### src/rtl/inst_loader_pkg.sv
// Shared definitions for the instruction-memory boot loader: state encoding,
// instruction-memory geometry defaults and the default inter-byte timeout.
package inst_loader_pkg;

  localparam int unsigned ROM_SIZE_DEF     = 1024;
  localparam int unsigned ROM_SIZE_BIT_DEF = 10;
  localparam int unsigned IDLE_TIMEOUT_DEF = 1_000_000;

  typedef enum logic [2:0] {
    S_IDLE   = 3'd0,
    S_LEN_LO = 3'd1,
    S_LEN_HI = 3'd2,
    S_DATA   = 3'd3,
    S_CHECK  = 3'd4,
    S_DONE   = 3'd5,
    S_ERROR  = 3'd6
  } state_e;

  // One instruction-memory word write
  typedef struct packed {
    logic [31:0] addr;
    logic [31:0] data;
  } mem_wr_t;

endpackage

### src/rtl/inst_loader_if.sv
// Byte-stream input and instruction-memory write port of the boot loader.
// master: the loader itself; slave: UART RX source / memory / CPU side.
interface inst_loader_if;

  logic        start;
  logic [7:0]  rx_data;
  logic        rx_valid;
  logic        MemWrite;
  logic [31:0] WriteAddress;
  logic [31:0] WriteData;
  logic        cpu_hold;
  logic        busy;
  logic        done;
  logic        error;

  modport master (
    input  start, rx_data, rx_valid,
    output MemWrite, WriteAddress, WriteData, cpu_hold, busy, done, error
  );

  modport slave (
    output start, rx_data, rx_valid,
    input  MemWrite, WriteAddress, WriteData, cpu_hold, busy, done, error
  );

endinterface

### src/rtl/inst_loader_word_pack.sv
// Packs four consecutive bytes into one little-endian 32-bit word.
// word_valid_c_o / word_c_o are combinational: they flag the 4th byte of a
// word in the same cycle it is presented, so the parent can register the write.
module loader_word_pack (
  input  logic        clk,
  input  logic        rst_i,
  input  logic        clear_i,
  input  logic        byte_valid_i,
  input  logic [7:0]  byte_i,
  output logic        word_valid_c_o,
  output logic [31:0] word_c_o
);

  logic [1:0]  cnt_q, cnt_d;
  logic [23:0] sr_q, sr_d;

  // Byte counter and shift register next state; clear drops any partial word
  always_comb begin
    cnt_d = cnt_q;
    sr_d  = sr_q;
    if (clear_i) begin
      cnt_d = 2'd0;
    end else if (byte_valid_i) begin
      cnt_d = 2'(cnt_q + 2'd1);
      sr_d  = {byte_i, sr_q[23:8]};
    end
  end

  // Byte counter and shift register state
  always_ff @(posedge clk or posedge rst_i) begin
    if (rst_i) begin
      cnt_q <= 2'd0;
      sr_q  <= 24'd0;
    end else begin
      cnt_q <= cnt_d;
      sr_q  <= sr_d;
    end
  end

  assign word_valid_c_o = byte_valid_i && !clear_i && (cnt_q == 2'd3);
  assign word_c_o       = {byte_i, sr_q};

endmodule

### src/rtl/inst_loader.sv
// Boot-time instruction-memory writer: parses a length-prefixed byte frame
// from the UART RX path and writes consecutive 32-bit words, holding the CPU
// in reset while loading. Optional feature macro: INST_LOADER_CHECKSUM_EN
// adds a trailing mod-256 checksum byte checked before DONE.
module inst_loader
  import inst_loader_pkg::*;
#(
  parameter int unsigned ROM_SIZE     = ROM_SIZE_DEF,
  parameter int unsigned ROM_SIZE_BIT = ROM_SIZE_BIT_DEF,
  parameter int unsigned IDLE_TIMEOUT = IDLE_TIMEOUT_DEF
) (
  input  logic          clk,
  input  logic          reset,
  inst_loader_if.master bus
);

  localparam int unsigned TMO_W = $clog2(IDLE_TIMEOUT + 1);

  state_e             state_q, state_d;
  logic [7:0]         len_lo_q, len_lo_d;
  logic [15:0]        len_q, len_d;
  logic [15:0]        k_q, k_d;
  logic [TMO_W-1:0]   tmo_q, tmo_d;
  mem_wr_t            wr_q, wr_d;
  logic               mem_write_q, mem_write_d;
  logic               busy_q, busy_d;
  logic               done_q, done_d;
  logic               error_q, error_d;
  logic               hold_q, hold_d;
`ifdef INST_LOADER_CHECKSUM_EN
  logic [7:0]         sum_q, sum_d;
`endif

  logic               frame_c;
  logic               tmo_fire_c;
  logic               start_ok_c;
  logic               byte_in_data_c;
  logic               pack_clear_c;
  logic [15:0]        len_n_c;
  logic               last_word_c;
  logic               word_valid_c;
  logic [31:0]        word_c;

  // Frame status and qualifiers derived from the current state
  always_comb begin
    frame_c        = (state_q == S_LEN_LO) || (state_q == S_LEN_HI) ||
                     (state_q == S_DATA)   || (state_q == S_CHECK);
    tmo_fire_c     = frame_c && (tmo_q == TMO_W'(IDLE_TIMEOUT));
    start_ok_c     = bus.start && ((state_q == S_IDLE) || (state_q == S_DONE) ||
                                   (state_q == S_ERROR));
    byte_in_data_c = bus.rx_valid && (state_q == S_DATA) && !tmo_fire_c;
    pack_clear_c   = (state_q != S_DATA) || tmo_fire_c;
    len_n_c        = {bus.rx_data, len_lo_q};
    last_word_c    = (k_q == 16'(len_q - 16'd1));
  end

  loader_word_pack u_pack (
    .clk            (clk),
    .rst_i          (reset),
    .clear_i        (pack_clear_c),
    .byte_valid_i   (byte_in_data_c),
    .byte_i         (bus.rx_data),
    .word_valid_c_o (word_valid_c),
    .word_c_o       (word_c)
  );

  // Next-state, word index, timeout, checksum and registered-output logic
  always_comb begin
    state_d     = state_q;
    len_lo_d    = len_lo_q;
    len_d       = len_q;
    k_d         = k_q;
    wr_d        = wr_q;
    mem_write_d = 1'b0;
`ifdef INST_LOADER_CHECKSUM_EN
    sum_d       = sum_q;
`endif

    // Inter-byte silence counter; saturates at the limit
    if (start_ok_c || bus.rx_valid || !frame_c) begin
      tmo_d = '0;
    end else if (!tmo_fire_c) begin
      tmo_d = TMO_W'(tmo_q + TMO_W'(1));
    end else begin
      tmo_d = tmo_q;
    end

    case (state_q)
      S_IDLE, S_DONE, S_ERROR: begin
        if (start_ok_c) begin
          state_d = S_LEN_LO;
          k_d     = 16'd0;
`ifdef INST_LOADER_CHECKSUM_EN
          sum_d   = 8'd0;
`endif
        end
      end
      S_LEN_LO: begin
        if (tmo_fire_c) begin
          state_d = S_ERROR;
        end else if (bus.rx_valid) begin
          len_lo_d = bus.rx_data;
          state_d  = S_LEN_HI;
        end
      end
      S_LEN_HI: begin
        if (tmo_fire_c) begin
          state_d = S_ERROR;
        end else if (bus.rx_valid) begin
          len_d = len_n_c;
          k_d   = 16'd0;
          if (len_n_c == 16'd0) begin
`ifdef INST_LOADER_CHECKSUM_EN
            state_d = S_CHECK;
`else
            state_d = S_DONE;
`endif
          end else if ({1'b0, len_n_c} > 17'(ROM_SIZE)) begin
            state_d = S_ERROR;
          end else begin
            state_d = S_DATA;
          end
        end
      end
      S_DATA: begin
        if (tmo_fire_c) begin
          state_d = S_ERROR;
        end else begin
`ifdef INST_LOADER_CHECKSUM_EN
          if (byte_in_data_c) begin
            sum_d = 8'(sum_q + bus.rx_data);
          end
`endif
          if (word_valid_c) begin
            mem_write_d = 1'b1;
            wr_d.addr   = 32'({k_q[ROM_SIZE_BIT-1:0], 2'b00});
            wr_d.data   = word_c;
            k_d         = 16'(k_q + 16'd1);
            if (last_word_c) begin
`ifdef INST_LOADER_CHECKSUM_EN
              state_d = S_CHECK;
`else
              state_d = S_DONE;
`endif
            end
          end
        end
      end
`ifdef INST_LOADER_CHECKSUM_EN
      S_CHECK: begin
        if (tmo_fire_c) begin
          state_d = S_ERROR;
        end else if (bus.rx_valid) begin
          state_d = (bus.rx_data == sum_q) ? S_DONE : S_ERROR;
        end
      end
`endif
      default: state_d = S_IDLE;
    endcase

    busy_d  = (state_d == S_LEN_LO) || (state_d == S_LEN_HI) ||
              (state_d == S_DATA)   || (state_d == S_CHECK);
    done_d  = (state_d == S_DONE);
    error_d = (state_d == S_ERROR);
    hold_d  = busy_d || error_d;
  end

  // State and output registers
  always_ff @(posedge clk or posedge reset) begin
    if (reset) begin
      state_q     <= S_IDLE;
      len_lo_q    <= 8'd0;
      len_q       <= 16'd0;
      k_q         <= 16'd0;
      tmo_q       <= '0;
      wr_q        <= '0;
      mem_write_q <= 1'b0;
      busy_q      <= 1'b0;
      done_q      <= 1'b0;
      error_q     <= 1'b0;
      hold_q      <= 1'b0;
`ifdef INST_LOADER_CHECKSUM_EN
      sum_q       <= 8'd0;
`endif
    end else begin
      state_q     <= state_d;
      len_lo_q    <= len_lo_d;
      len_q       <= len_d;
      k_q         <= k_d;
      tmo_q       <= tmo_d;
      wr_q        <= wr_d;
      mem_write_q <= mem_write_d;
      busy_q      <= busy_d;
      done_q      <= done_d;
      error_q     <= error_d;
      hold_q      <= hold_d;
`ifdef INST_LOADER_CHECKSUM_EN
      sum_q       <= sum_d;
`endif
    end
  end

  assign bus.MemWrite     = mem_write_q;
  assign bus.WriteAddress = wr_q.addr;
  assign bus.WriteData    = wr_q.data;
  assign bus.cpu_hold     = hold_q;
  assign bus.busy         = busy_q;
  assign bus.done         = done_q;
  assign bus.error        = error_q;

endmodule

### src/flat_wrapper.sv
// flat-port wrapper written by rule: the top's interface ports become plain ports
module inst_loader_flat import inst_loader_pkg::*;
#(
  parameter int unsigned ROM_SIZE     = ROM_SIZE_DEF,
  parameter int unsigned ROM_SIZE_BIT = ROM_SIZE_BIT_DEF,
  parameter int unsigned IDLE_TIMEOUT = IDLE_TIMEOUT_DEF
)
  (clk, reset, bus_start, bus_rx_data, bus_rx_valid, bus_MemWrite, bus_WriteAddress, bus_WriteData, bus_cpu_hold, bus_busy, bus_done, bus_error);
  inst_loader_if bus_i ();
  input  logic clk;
  input  logic reset;
  input wire logic [$bits(bus_i.start)-1:0] bus_start;
  input wire logic [$bits(bus_i.rx_data)-1:0] bus_rx_data;
  input wire logic [$bits(bus_i.rx_valid)-1:0] bus_rx_valid;
  output wire logic [$bits(bus_i.MemWrite)-1:0] bus_MemWrite;
  output wire logic [$bits(bus_i.WriteAddress)-1:0] bus_WriteAddress;
  output wire logic [$bits(bus_i.WriteData)-1:0] bus_WriteData;
  output wire logic [$bits(bus_i.cpu_hold)-1:0] bus_cpu_hold;
  output wire logic [$bits(bus_i.busy)-1:0] bus_busy;
  output wire logic [$bits(bus_i.done)-1:0] bus_done;
  output wire logic [$bits(bus_i.error)-1:0] bus_error;
  assign bus_i.start = bus_start;
  assign bus_i.rx_data = bus_rx_data;
  assign bus_i.rx_valid = bus_rx_valid;
  assign bus_MemWrite = bus_i.MemWrite;
  assign bus_WriteAddress = bus_i.WriteAddress;
  assign bus_WriteData = bus_i.WriteData;
  assign bus_cpu_hold = bus_i.cpu_hold;
  assign bus_busy = bus_i.busy;
  assign bus_done = bus_i.done;
  assign bus_error = bus_i.error;
  inst_loader #(.ROM_SIZE(ROM_SIZE), .ROM_SIZE_BIT(ROM_SIZE_BIT), .IDLE_TIMEOUT(IDLE_TIMEOUT)) u_core (.clk(clk), .reset(reset), .bus(bus_i));
endmodule
### config.mk
export PLATFORM = sky130hd
export DESIGN_NAME = inst_loader_flat
export DESIGN_NICKNAME = d
export VERILOG_FILES = /design/src/rtl/inst_loader_pkg.sv /design/src/rtl/inst_loader_if.sv /design/src/rtl/inst_loader_word_pack.sv /design/src/rtl/inst_loader.sv /design/src/flat_wrapper.sv
export SDC_FILE = /design/constraint.sdc
export NUM_CORES = 1
export LEC_CHECK = 0
export ABC_AREA = 1
export CAP_MARGIN = 10
export CORE_UTILIZATION = 58
export CTS_CLUSTER_SIZE = 8
export DETAILED_ROUTE_END_ITERATION = 6
export GPL_TIMING_DRIVEN = 1
export PLACE_DENSITY_LB_ADDON = 0.08
export SKIP_CTS_REPAIR_TIMING = 1
export SYNTH_ARGS = -nofsm -noshare
export SYNTH_HDL_FRONTEND = slang
export SYNTH_SLANG_ARGS = --single-unit
### constraint.sdc
create_clock -name clk -period 8.5 [get_ports clk]
set_clock_uncertainty 0.1 [all_clocks]
set_input_delay 1.7 -clock clk [delete_from_list [all_inputs] [get_ports clk]]
set_output_delay 1.7 -clock clk [all_outputs]
set_load 0.02 [all_outputs]
# Word-level counts from Yosys, hierarchy flattened
# Cells that the tools add are included.
[classes] addsub=4 mul=0 n_div=0 magnitude_cmp=1 eq_ne=22 n_shift=0 mux=24 bitwise=2 reduce_logical=31
[ops] operator="$mux 16" count=5
[ops] operator="$pmux 16 s3" count=1
[ops] operator="$mux 20" count=2
[ops] operator="$mux 3" count=10
[ops] operator="$add 20x1->20 const B" count=1
[ops] operator="$eq 20x20->1 const B" count=1
[ops] operator="$eq 3x3->1 const B" count=6
[ops] operator="$add 16x1->16 const B" count=1
[ops] operator="$eq 16x16->1" count=1
[ops] operator="$gt 16x11->1 const B" count=1
[ops] operator="$logic_not 16->1" count=1
[ops] operator="$sub 16x1->16 const B" count=1
[ops] operator="$eq 3x2->1 const B" count=4
[ops] operator="$logic_or 1x1->1" count=12
[ops] operator="$pmux 3 s4" count=1
[ops] operator="$ne 2x2->1 const B" count=5
[ops] operator="$reduce_and 3->1" count=3
[ops] operator="$eq 3x1->1 const B" count=2
[ops] operator="$logic_and 1x1->1" count=6
[ops] operator="$reduce_and 6->1" count=1
[ops] operator="$mux 2" count=2
[ops] operator="$logic_not 1->1" count=3
[ops] operator="$logic_not 3->1" count=1
[ops] operator="$mux 1" count=3
[ops] operator="other kinds (9)" count=10
[word_totals] reg_bits=136 latchBits=0 ramBits=0 romBits=0 in_bits=12 output_inout_bits=69 word_cells=98 memories=0

# Logic depth before layout (Yosys ltp)
# Gate-level depths: netlist of the first run.
[depth] depth_word=17 depth_mapped=19 depth_no_buf=19

# Modules after synthesis
# Synthesis of the first run repeated with hierarchy kept, for this count alone.
[hier_totals] hier_cells=860 area_unflattened_um2=7064.3
[by_module_without_submodules] mod="inst_loader" instances=1 cells_each=733 area_each_um2=5804.3 seq_area_each_um2=2752.6
[by_module_without_submodules] mod="loader_word_pack" instances=1 cells_each=127 area_each_um2=1260.0 seq_area_each_um2=650.6

# Least setup slack after synthesis of the first run
# Ideal clock, no wire load.
[synth_path] path_type="input -> register" startpoint="in bus_rx_data[6]" endpoint="reg u_core.hold_q, in the netlist u_core.bus.cpu_hold" setup_time_ps=117 arrival_ps=2567 setup_slack_ps=5715 path_stages=10 path_cell_list="inv_1 -> nand4_1 -> nor4_1 -> nand2_1 -> nand2_1 -> nand4_1 -> nand3_1 -> nand3_2 -> nand2_1 -> nand2_1"
[synth_via] elab_chain_len=11 elab_cells_between_ends=16 cone_classes="order compare: 1; eq/ne: 5; mux: 5; reduce/logical: 5"
[synth_rtl] element="from (decl)" line_no="flat_wrapper.sv:13" rtl="input wire logic [$bits(bus_i.rx_data)-1:0] bus_rx_data;"
[synth_rtl] element="$gt 16x11->1" line_no="inst_loader.sv:118" rtl="end else if ({1'b0, len_n_c} > 17'(ROM_SIZE)) begin"
[synth_rtl] element="$mux 3" line_no="inst_loader.sv:118"
[synth_rtl] element="$mux 3 (*)" line_no="inst_loader.sv:112" rtl="if (len_n_c == 16'd0) begin"
[synth_rtl] element="$mux 3 (*)" line_no="inst_loader.sv:109" rtl="end else if (bus.rx_valid) begin"
[synth_rtl] element="$mux 3 (*)" line_no="inst_loader.sv:107" rtl="if (tmo_fire_c) begin"
[synth_rtl] element="$pmux 3 s4 (*)" line_no="inst_loader.sv:88" rtl="case (state_q)"
[synth_rtl] element="named net u_core.state_d[2]" line_no="inst_loader.sv:19" rtl="state_e state_q, state_d;"
[synth_rtl] element="$eq 3x1->1 / $eq 3x2->1 (equally long branches)" line_no="inst_loader.sv:161" rtl="busy_d = (state_d == S_LEN_LO) || (state_d == S_LEN_HI) ||"
[synth_rtl] element="$logic_or 1x1->1 (2 in a row)" line_no="inst_loader.sv:161"
[synth_rtl] element="$logic_or 1x1->1" line_no="inst_loader.sv:162" rtl="(state_d == S_DATA) || (state_d == S_CHECK);"
[synth_rtl] element="$logic_or 1x1->1 (*)" line_no="inst_loader.sv:165" rtl="hold_d = busy_d || error_d;"
[synth_rtl] element="named net u_core.hold_d" line_no="inst_loader.sv:29" rtl="logic hold_q, hold_d;"
[synth_rtl] element="to (signal assigned)" line_no="inst_loader.sv:196" rtl="hold_q <= hold_d;"
[synth_rtl] element="to (decl)" line_no="inst_loader.sv:29"
# Mark *: on every way through the listed nets, which the timed path passes. The rest lies on a longest branch.
# A chain may end at the register's enable or synchronous reset.

# Worst setup path in the final report of the first run
[layout_path] startpoint="in bus_rx_valid" endpoint="reg u_core.k_q[2]"
[layout_via] elab_chain_len=6 elab_cells_between_ends=7 cone_classes="eq/ne: 2; reduce/logical: 5"
[layout_rtl] element="from (decl)" line_no="flat_wrapper.sv:14" rtl="input wire logic [$bits(bus_i.rx_valid)-1:0] bus_rx_valid;"
[layout_rtl] element="$logic_and 1x1->1 (2 in a row)" line_no="inst_loader.sv:51" rtl="byte_in_data_c = bus.rx_valid && (state_q == S_DATA) && !tmo_fire_c;"
[layout_rtl] element="$logic_and 1x1->1 (2 in a row)" line_no="inst_loader_word_pack.sv:40" rtl="assign word_valid_c_o = byte_valid_i && !clear_i && (cnt_q == 2'd3);"
[layout_rtl] element="$ne 2x2->1 (no line)"
[layout_rtl] element="$reduce_and 6->1 (no line) (*)"
[layout_rtl] element="to (signal assigned)" line_no="inst_loader.sv:189" rtl="k_q <= k_d;"
[layout_rtl] element="to (decl)" line_no="inst_loader.sv:22" rtl="logic [15:0] k_q, k_d;"
# Mark *: on every way between the ends. The rest lies on a longest branch, timed or not.

==> impl_metrics.json, run 1 <==
{
  "numCtsBuffers": 17,
  "place_inst": 1027,
  "slew_viol_final": 0,
  "path_max_fanout": 72,
  "dr_total_vias": 5693,
  "setup_tns_ps": 0,
  "tightest_slew_ps": 1080,
  "status": "finished with violations",
  "power.density_nw_per_um2": 279,
  "first_iter_violations": 586,
  "dpl-instance-area_um2": 7480,
  "clkTransAtPathRegs_ps": 60,
  "synth_edf_count": 0,
  "max_slew_margin_pct": 27.5,
  "row_count": 39,
  "cts.htree.levels": 4,
  "async_flop_share_pct": 100,
  "start_kind": "input port",
  "cp-end-kind": "flop",
  "hpwlAfterDp_mm": 11.2,
  "clock.fmax_ghz": 0.232,
  "path_class": "input port to flop",
  "rsz0062_at_grt": "false",
  "hp-class": "flop to flop",
  "yosysUniqueCellTypes": 42,
  "period_share_pct": 50.7,
  "core_area_um2": 11500,
  "min_from": "u_core.u_pack.sr_q[5]$_DFFE_PP0P_",
  "start_util_pct": 60.0,
  "avgSynthCellArea_um2": 8.13,
  "synth-seq-cells": 136,
  "instances_no_fill": 1059,
  "vias_per_cell": 5.38,
  "drive_above_1_share_pct": 8.95,
  "maxCapViolations": 0,
  "root_buffer": "clkbuf_16",
  "ios": 81,
  "diodes": 0,
  "io_buffers": 58,
  "die_w_um": 111,
  "final_core_util_pct": 70.2,
  "vdd_drop_max_v": 0.000208,
  "syn_to_final_growth_pct": 17.0,
  "failed_checks": "design-rule violations",
  "setup_violations": 0,
  "cts_tree": "yes",
  "timing.rr.start": "u_core.state_q[2]$_DFF_PP0_",
  "yosys_warnings": 0,
  "grtUsageTotal_pct": 28.3,
  "drt_first_pass_iters": 7,
  "worstPathArrival_ps": 4570,
  "post_drt_wl_per_cell_um": 15.3,
  "drc_errors": 12,
  "p_leak_uw": 0.00384,
  "grt_pass1_vias": 5429,
  "place_congestion": 0.914,
  "critPathRequiredTime_ps": 8760,
  "ys_seq_area_share_pct": 49.2,
  "syn_inst": 850,
  "antenna_left": 0,
  "nets": 920,
  "chipHeight_um": 111,
  "die-area_um2": 12400,
  "grt_pass1_wl_mm": 27.3,
  "startpoint": "bus_rx_valid",
  "antenna_found_initial": 0,
  "gr-total-overflow": 0,
  "stdcell_area_um2": 8090,
  "cts_max_path_buffers": 2,
  "netlist_area_um2": 6910,
  "ys.flop_type": "dfrtp_1",
  "wl_mm": 16.2,
  "power_uw": 2260,
  "min_period_ps": 4310,
  "hold_viol": 0,
  "cts.sinks": 136,
  "grt_max_degree": 74,
  "clock_latency_ps": 430
}
## final timing paths
path | to | slack [ps] | cells past startpoint
min in group asynchronous | u_core.bus.WriteData[6]$_DFFE_PP0P_ | 1730 | 2
min reg2reg | u_core.bus.WriteData[5]$_DFFE_PP0P_ | 370 | 2
max reg2reg | u_core.k_q[2]$_DFFE_PP0P_ | 5280 | 9
max in group asynchronous | u_core.tmo_q[18]$_DFFE_PP0P_ | 5220 | 3
min | u_core.bus.WriteData[5]$_DFFE_PP0P_ | 370 | 2
max | u_core.k_q[2]$_DFFE_PP0P_ | 4190 | 9
## cell usage in the layout (no fill, tap or decap), types with 12 or more instances in the layout
| cell | instances |
|---|---|
| conb_1 | 22 |
| dfrtp_1 | 136 |
| nand2_1 | 252 |
| xor2_1 | 19 |
| clkbuf_16 | 17 |
| nand3_1 | 33 |
| o31ai_1 | 12 |
| nor2_1 | 67 |
| clkdlybuf4s50_1 | 58 |
| inv_1 | 82 |
| o21ai_0 | 86 |
## sequential cells by signal (all words and copies together) (netlist names), 2 cells and up
register	cells
u_core.len_lo_q	8
u_core.bus.WriteAddress	10
u_core.tmo_q	20
u_core.u_pack.cnt_q	2
u_core.k_q	16
u_core.u_pack.sr_q	24
u_core.state_q	3
u_core.bus.WriteData	32
u_core.len_q	16
## where the power goes
| group | internal (µW) | total, µW | switching [µW] |
|---|---|---|---|
| logic | 202 | 619 | 417 |
| registers | 770 | 880 | 110 |
| clock network | 461 | 758 | 297 |
## layout make-up
type,count,area [µm²]
multi-input combinational,593,2950
fill,926,3430
timing repair buffer,59,588
inverter,96,363
clock inverter,11,136
tap,143,179
clock buffer,21,470
sequential,136,3400
## metrics by stage
stage	setup WS, ps	hold slack, ps
6_report	4190	372
5_1_grt	3790	394
4_1_cts	4220	373
3_5_place_dp	3780	359
3_3_place_gp	3840	356
2_1_floorplan	3060	336
## synth_stat cells, drive strengths merged (9+ instances only)
cell type,instances,area (µm²)
nand3,37,213
nand2,261,1000
nor4,9,86.3
inv,94,353
nor3,13,85.1
dfrtp,136,3400
nand4,12,90.1
buf,34,233
xor2,19,166
nor2,77,334
clkbuf,12,47.6
o31ai,13,103
o21ai,88,440
a21oi,11,55.1
## cells by family after synthesis
| family | Yosys count | share of synthesized area, % |
|---|---|---|
| xor gates and xnor gates | 24 | 3.04 |
| and+or+nand+nor | 417 | 27.0 |
| AOI/OAI and AO/OA | 119 | 9.52 |
| other | 1 | 0.0543 |
| muxes | 6 | 0.978 |
| buffers and inverters | 142 | 9.27 |
| DFF | 136 | 49.2 |
| adders and majority gates | 5 | 0.905 |
## per-layer routing
metal | part of all wire, % | wire length (µm) | global-route usage (%)
met5 | 0 | 0 | 0
met3 | 5.5 | 886 | 7.60
met4 | 1.7 | 272 | 9.10
met2 | 47 | 7680 | 44.6
met1 | 45 | 7330 | 38.3
## worst max-delay path: stages
cell and delay, ps:
clkdlybuf4s50_1 640, inv_1 160, nor2_4 180, nand3_4 540, nand2_1 210, nand2_1 560, o21ai_0 350, o21ai_1 90
nor2_1 110
No activity file was read; power rests on OpenSTA's default activity.
==> run 2: changes to the inputs <==
--- a/config.mk
+++ b/config.mk
@@ -7,7 +7,7 @@
 export LEC_CHECK = 0
 export ABC_AREA = 1
 export CAP_MARGIN = 10
-export CORE_UTILIZATION = 58
+export CORE_UTILIZATION = 51
 export CTS_CLUSTER_SIZE = 8
 export DETAILED_ROUTE_END_ITERATION = 6
 export GPL_TIMING_DRIVEN = 1
==> constraint.sdc (replaced) <==
create_clock -name clk -period 3.7 [get_ports clk]
set_clock_uncertainty 0.1 [all_clocks]
set_input_delay 0.74 -clock clk [delete_from_list [all_inputs] [get_ports clk]]
set_output_delay 0.74 -clock clk [all_outputs]
set_load 0.02 [all_outputs]
==> impl_metrics.json, run 2 (synthesis gave the netlist of run 1 again) <==
{
  "start_util_pct": 52.2,
  "r2r-end": "u_core.k_q[2]$_DFFE_PP0P_",
  "power.density_nw_per_um2": 639,
  "io_buffers": 58,
  "setup_violations": 0,
  "ios": 81,
  "worstPathArrival_ps": 2610,
  "core_area_um2": 13200,
  "first_iter_violations": 368,
  "nets": 927,
  "crit_path_max_incr_delay_ps": 420,
  "start_kind": "flop",
  "crit_chain": "inv_1 -> nand4_1 -> nor4_1 -> nand3_1 -> o211ai_2 -> nand2_1 -> nand2_1 -> buf_4 -> o21ai_0 -> o21ai_1 -> nor2_1",
  "hpwlAfterDp_mm": 11.4,
  "post_drt_wl_per_cell_um": 14.2,
  "critPathRequiredTime_ps": 3900,
  "rsz0062_at_grt": "false",
  "drt_first_pass_iters": 5,
  "instances_no_fill": 1099,
  "max_slew_margin_pct": 45.7,
  "layout_common_cells": "252 x nand2_1, 136 x dfrtp_1, 86 x o21ai_0",
  "dr_total_vias": 5627,
  "cts.htree.levels": 4,
  "vias_per_cell": 5.12,
  "die-area_um2": 14000,
  "cp-end-kind": "flop",
  "place_congestion": 0.891,
  "wl_met1_mm": 7.07,
  "cts_max_path_buffers": 2,
  "min_from": "u_core.u_pack.sr_q[6]$_DFFE_PP0P_",
  "layout_commonest_cell": "nand2_1",
  "grtUsageTotal_pct": 23.9,
  "timing.rr.start": "u_core.tmo_q[5]$_DFFE_PP0P_",
  "path_max_fanout": 26,
  "slowest_stage": "dfrtp_1",
  "routed-wl-met2_mm": 7.63,
  "largest_reg_flops": 32,
  "numCtsBuffers": 17,
  "status": "completed",
  "root_buffer": "clkbuf_16",
  "grt_max_degree": 48,
  "row_count": 42,
  "drc_errors": 0,
  "drive_above_1_share_pct": 9.64,
  "min_period_ps": 2410,
  "setup_tns_ps": 0,
  "stdcell_area_um2": 8250,
  "power_uw": 5270,
  "ff2ff_path_depth": 11,
  "place_inst": 1067,
  "gr-total-overflow": 0,
  "startpoint": "u_core.tmo_q[5]$_DFFE_PP0P_",
  "grt_pass1_wl_mm": 26.2,
  "path_delay_family": "simple AND/OR/NAND/NOR gates",
  "antenna_found_initial": 0,
  "hold_viol": 0,
  "wl_mm": 15.6,
  "dpl-instance-area_um2": 7600,
  "critPathBufInv": 2,
  "clock.fmax_ghz": 0.416,
  "grt_pass1_vias": 5384,
  "syn_to_final_growth_pct": 19.4,
  "antenna_left": 0,
  "top_layer_used": "met4",
  "diodes": 0,
  "whs_path_depth": 2,
  "dr_wl_met3_um": 703,
  "holdPathEnd": "u_core.bus.WriteData[6]$_DFFE_PP0P_",
  "slew_viol_final": 0,
  "cpMostUsedCell": "nand2_1",
  "clock_latency_ps": 420,
  "hp-class": "flop to flop",
  "cts_tree": "yes",
  "vdd_drop_max_v": 0.000409,
  "maxCapViolations": 0,
  "period_share_pct": 65.0,
  "clkTransAtPathRegs_ps": 60,
  "chipHeight_um": 118,
  "reg2reg_setup_slack_ps": 1290,
  "p_leak_uw": 0.00389,
  "tightest_slew_ps": 812,
  "die_w_um": 118,
  "path_class": "flop to flop",
  "cts.sinks": 136
}
-- run 2: layout make-up --
type / instances / area, µm²
Multi-Input combinational cell: 593 / 2950
Timing Repair Buffer: 66 / 666
Clock buffer: 22 / 484
Clock inverter: 10 / 165
Inverter: 96 / 364
Fill cell: 1158 / 4990
Tap cell: 176 / 220
Sequential cell: 136 / 3400
-- run 2: power breakdown --
part | internal, µW | switching, µW | leakage, µW
registers | 1770 | 240 | 0.00183
clock network | 1200 | 631 | 0.000309
logic | 487 | 945 | 0.00175
-- run 2: stage by stage --
stage / utilization [%] / hold slack, ps / worst slack [ps]
finish: 62.3 / 368 / 1290
global route: 62.3 / 388 / 956
CTS: 62.3 / 372 / 1310
detailed placement: 57.4 / 357 / 897
global placement: 57.4 / 347 / 943
floorplan: - / 336 / 1170
-- run 2: worst min-delay path, stage by stage (launching register included) --
cell and delay, ps:
dfrtp_1 340, nand2_1 50, nand2_1 50
-- run 2: metal layers --
metal  GRT usage, %  vias up
li1               -     2792
met1           30.7     2678
met2           39.9      139
met3           5.55       18
met4           7.59        0
met5              0        -
-- run 2: how the worst max path moves through the flow --
stage | end | slack [ps] | depth (start not counted)
floorplan | u_core.bus.MemWrite$_DFF_PP0_ | 1170 | 1
global placement | u_core.k_q[2]$_DFFE_PP0P_ | 940 | 10
detailed placement | u_core.u_pack.sr_q[4]$_DFFE_PP0P_ | 900 | 5
CTS | u_core.u_pack.sr_q[4]$_DFFE_PP0P_ | 1310 | 7
global route | u_core.k_q[2]$_DFFE_PP0P_ | 960 | 11
finish | u_core.k_q[2]$_DFFE_PP0P_ | 1290 | 11
==> run 3: changes to the inputs <==
==> constraint.sdc (replaced) <==
create_clock -name clk -period 2.2 [get_ports clk]
set_clock_uncertainty 0.1 [all_clocks]
set_input_delay 0.44 -clock clk [delete_from_list [all_inputs] [get_ports clk]]
set_output_delay 0.44 -clock clk [all_outputs]
set_load 0.02 [all_outputs]
==> impl_metrics.json, run 3 (synthesis gave the netlist of run 1 again) <==
{
  "rsz0062_at_grt": "true",
  "grt_pass1_vias": 5634,
  "grtUsageMet3_pct": 5.36,
  "antenna_left": 0,
  "cts_max_path_buffers": 2,
  "p_leak_uw": 0.00420,
  "diodes": 0,
  "root_buffer": "clkbuf_16",
  "ff2ff_path_depth": 14,
  "row_count": 42,
  "combPwrFrac_pct": 32.3,
  "p_sw_uw": 3320,
  "vias_per_cell": 5.21,
  "layout_common_cells": "244 x nand2_1, 135 x dfrtp_1, 85 x o21ai_0",
  "tightest_slew_ps": 566,
  "clock.fmax_ghz": 0.470,
  "cts_tree": "yes",
  "gr-total-overflow": 0,
  "min_period_ps": 2130,
  "chipHeight_um": 118,
  "hold_viol": 0,
  "slew_viol_final": 0,
  "clockPowerShare_pct": 32.3,
  "drt_first_pass_iters": 6,
  "max_slew_margin_pct": 62.2,
  "place_inst": 1108,
  "hpwlAfterDp_mm": 12.0,
  "vdd_drop_max_v": 0.000892,
  "grtUsageTotal_pct": 25.0,
  "first_iter_violations": 480,
  "critPathRequiredTime_ps": 2410,
  "busiest_layer": "met2",
  "p_seq_share_pct": 35.4,
  "io_buffers": 58,
  "period_share_pct": 96.7,
  "die_w_um": 118,
  "setup_violations": 0,
  "switching_share_pct": 34.4,
  "grt_pass1_wl_mm": 27.3,
  "cts.sinks": 136,
  "instances_no_fill": 1146,
  "path_max_fanout": 5,
  "clock_latency_ps": 420,
  "cts.htree.levels": 4,
  "drc_errors": 0,
  "largest_reg_flops": 32,
  "path_class": "flop to flop",
  "p_int_uw": 6330,
  "ios": 81,
  "worstPathArrival_ps": 2340,
  "drive_above_1_share_pct": 16.7,
  "dp_slack_ps": 22.5,
  "power.density_nw_per_um2": 1090,
  "post_drt_wl_per_cell_um": 15.2,
  "gr-usage-met2_pct": 40.9,
  "grt_max_degree": 71,
  "die-area_um2": 14000,
  "hp-class": "input port to asynchronous set/reset pin",
  "grt_util_met1_pct": 32.6,
  "antenna_found_initial": 0,
  "numCtsBuffers": 17,
  "setup_ws_ps": 72.2,
  "syn_to_final_growth_pct": 28.6,
  "maxCapViolations": 0,
  "clkTransAtPathRegs_ps": 60,
  "cp-end-kind": "flop",
  "dr_total_vias": 5965,
  "layout_commonest_cell": "nand2_1",
  "start_util_pct": 52.2,
  "place_congestion": 0.896,
  "status": "completed",
  "nets": 975,
  "core_area_um2": 13200,
  "wl_mm": 17.4,
  "start_kind": "flop"
}
run 3: cell count changes in the layout (fill, tap and decap cells not counted), moves of 5 or more:
cell and change:
nand2_1 -8, clkbuf_16 +5, nor2_2 +7, nor2_1 -9, buf_4 +35, buf_12 +5
nand2_2 +6
run 3: metal layers:
metal / vias up / wire [µm]
met5: - / 0
met4: 0 / 402
met3: 31 / 780
met2: 166 / 8610
met1: 2884 / 7630
li1: 2884 / -
run 3: worst max-delay path, stage by stage (launching register included):
cell	delay [ps]
dfrtp_1	410
inv_1	90
ha_1	180
nand2_1	80
nor2_2	160
nand4_4	180
buf_6	190
inv_1	40
nor2_1	30
inv_1	80
nand2_1	90
nor2_4	160
nand3_1	100
nand2_2	80
nand2_1	50
run 3: worst paths after layout:
path / end / startpoint / slack (ps)
max: u_core.bus.cpu_hold$_DFF_PP0_ / u_core.tmo_q[0]$_DFFE_PP0P_ / 70
min: u_core.len_q[6]$_DFFE_PP0P_ / reset / 320
max reg2reg: u_core.bus.cpu_hold$_DFF_PP0_ / u_core.tmo_q[0]$_DFFE_PP0P_ / 70
min reg2reg: u_core.bus.WriteData[2]$_DFFE_PP0P_ / u_core.u_pack.sr_q[2]$_DFFE_PP0P_ / 370
max in group asynchronous: u_core.len_q[5]$_DFFE_PP0P_ / reset / 1070
min in group clk: u_core.bus.WriteData[2]$_DFFE_PP0P_ / u_core.u_pack.sr_q[2]$_DFFE_PP0P_ / 370
run 3: layout make-up:
cell class	instances	area (µm²)
fillers	1121	4360
inverters	96	368
multi-input cells	593	3040
flip-flops and latches	136	3400
clock buffers	20	447
well taps	176	220
clock inverters	11	194
repair buffers	114	1210
run 3: power by group through the flow:
stage / sequential, µW / combinational, µW / clock (µW)
5_1_grt: 3470 / 3490 / 3250
2_1_floorplan: 3330 / 1880 / 0
4_1_cts: 3390 / 2720 / 3150
3_3_place_gp: 3410 / 2640 / 0
3_5_place_dp: 3430 / 2700 / 0
6_report: 3420 / 3120 / 3110
run 3: metrics by stage:
| step | hold WS (ps) | setup TNS (ps) | power [µW] | area [µm²] | utilization (%) |
|---|---|---|---|---|---|
| 3_3_place_gp | 353 | 0 | 6050 | 7980 | 60.3 |
| 4_1_cts | 331 | 0 | 9260 | 8620 | 65.1 |
| 2_1_floorplan | 336 | -4510 | 5210 | 6990 | - |
| 6_report | 323 | 0 | 9650 | 8880 | 67.1 |
| 3_5_place_dp | 362 | 0 | 6130 | 7980 | 60.3 |
| 5_1_grt | 353 | -688 | 10200 | 8880 | 67.1 |
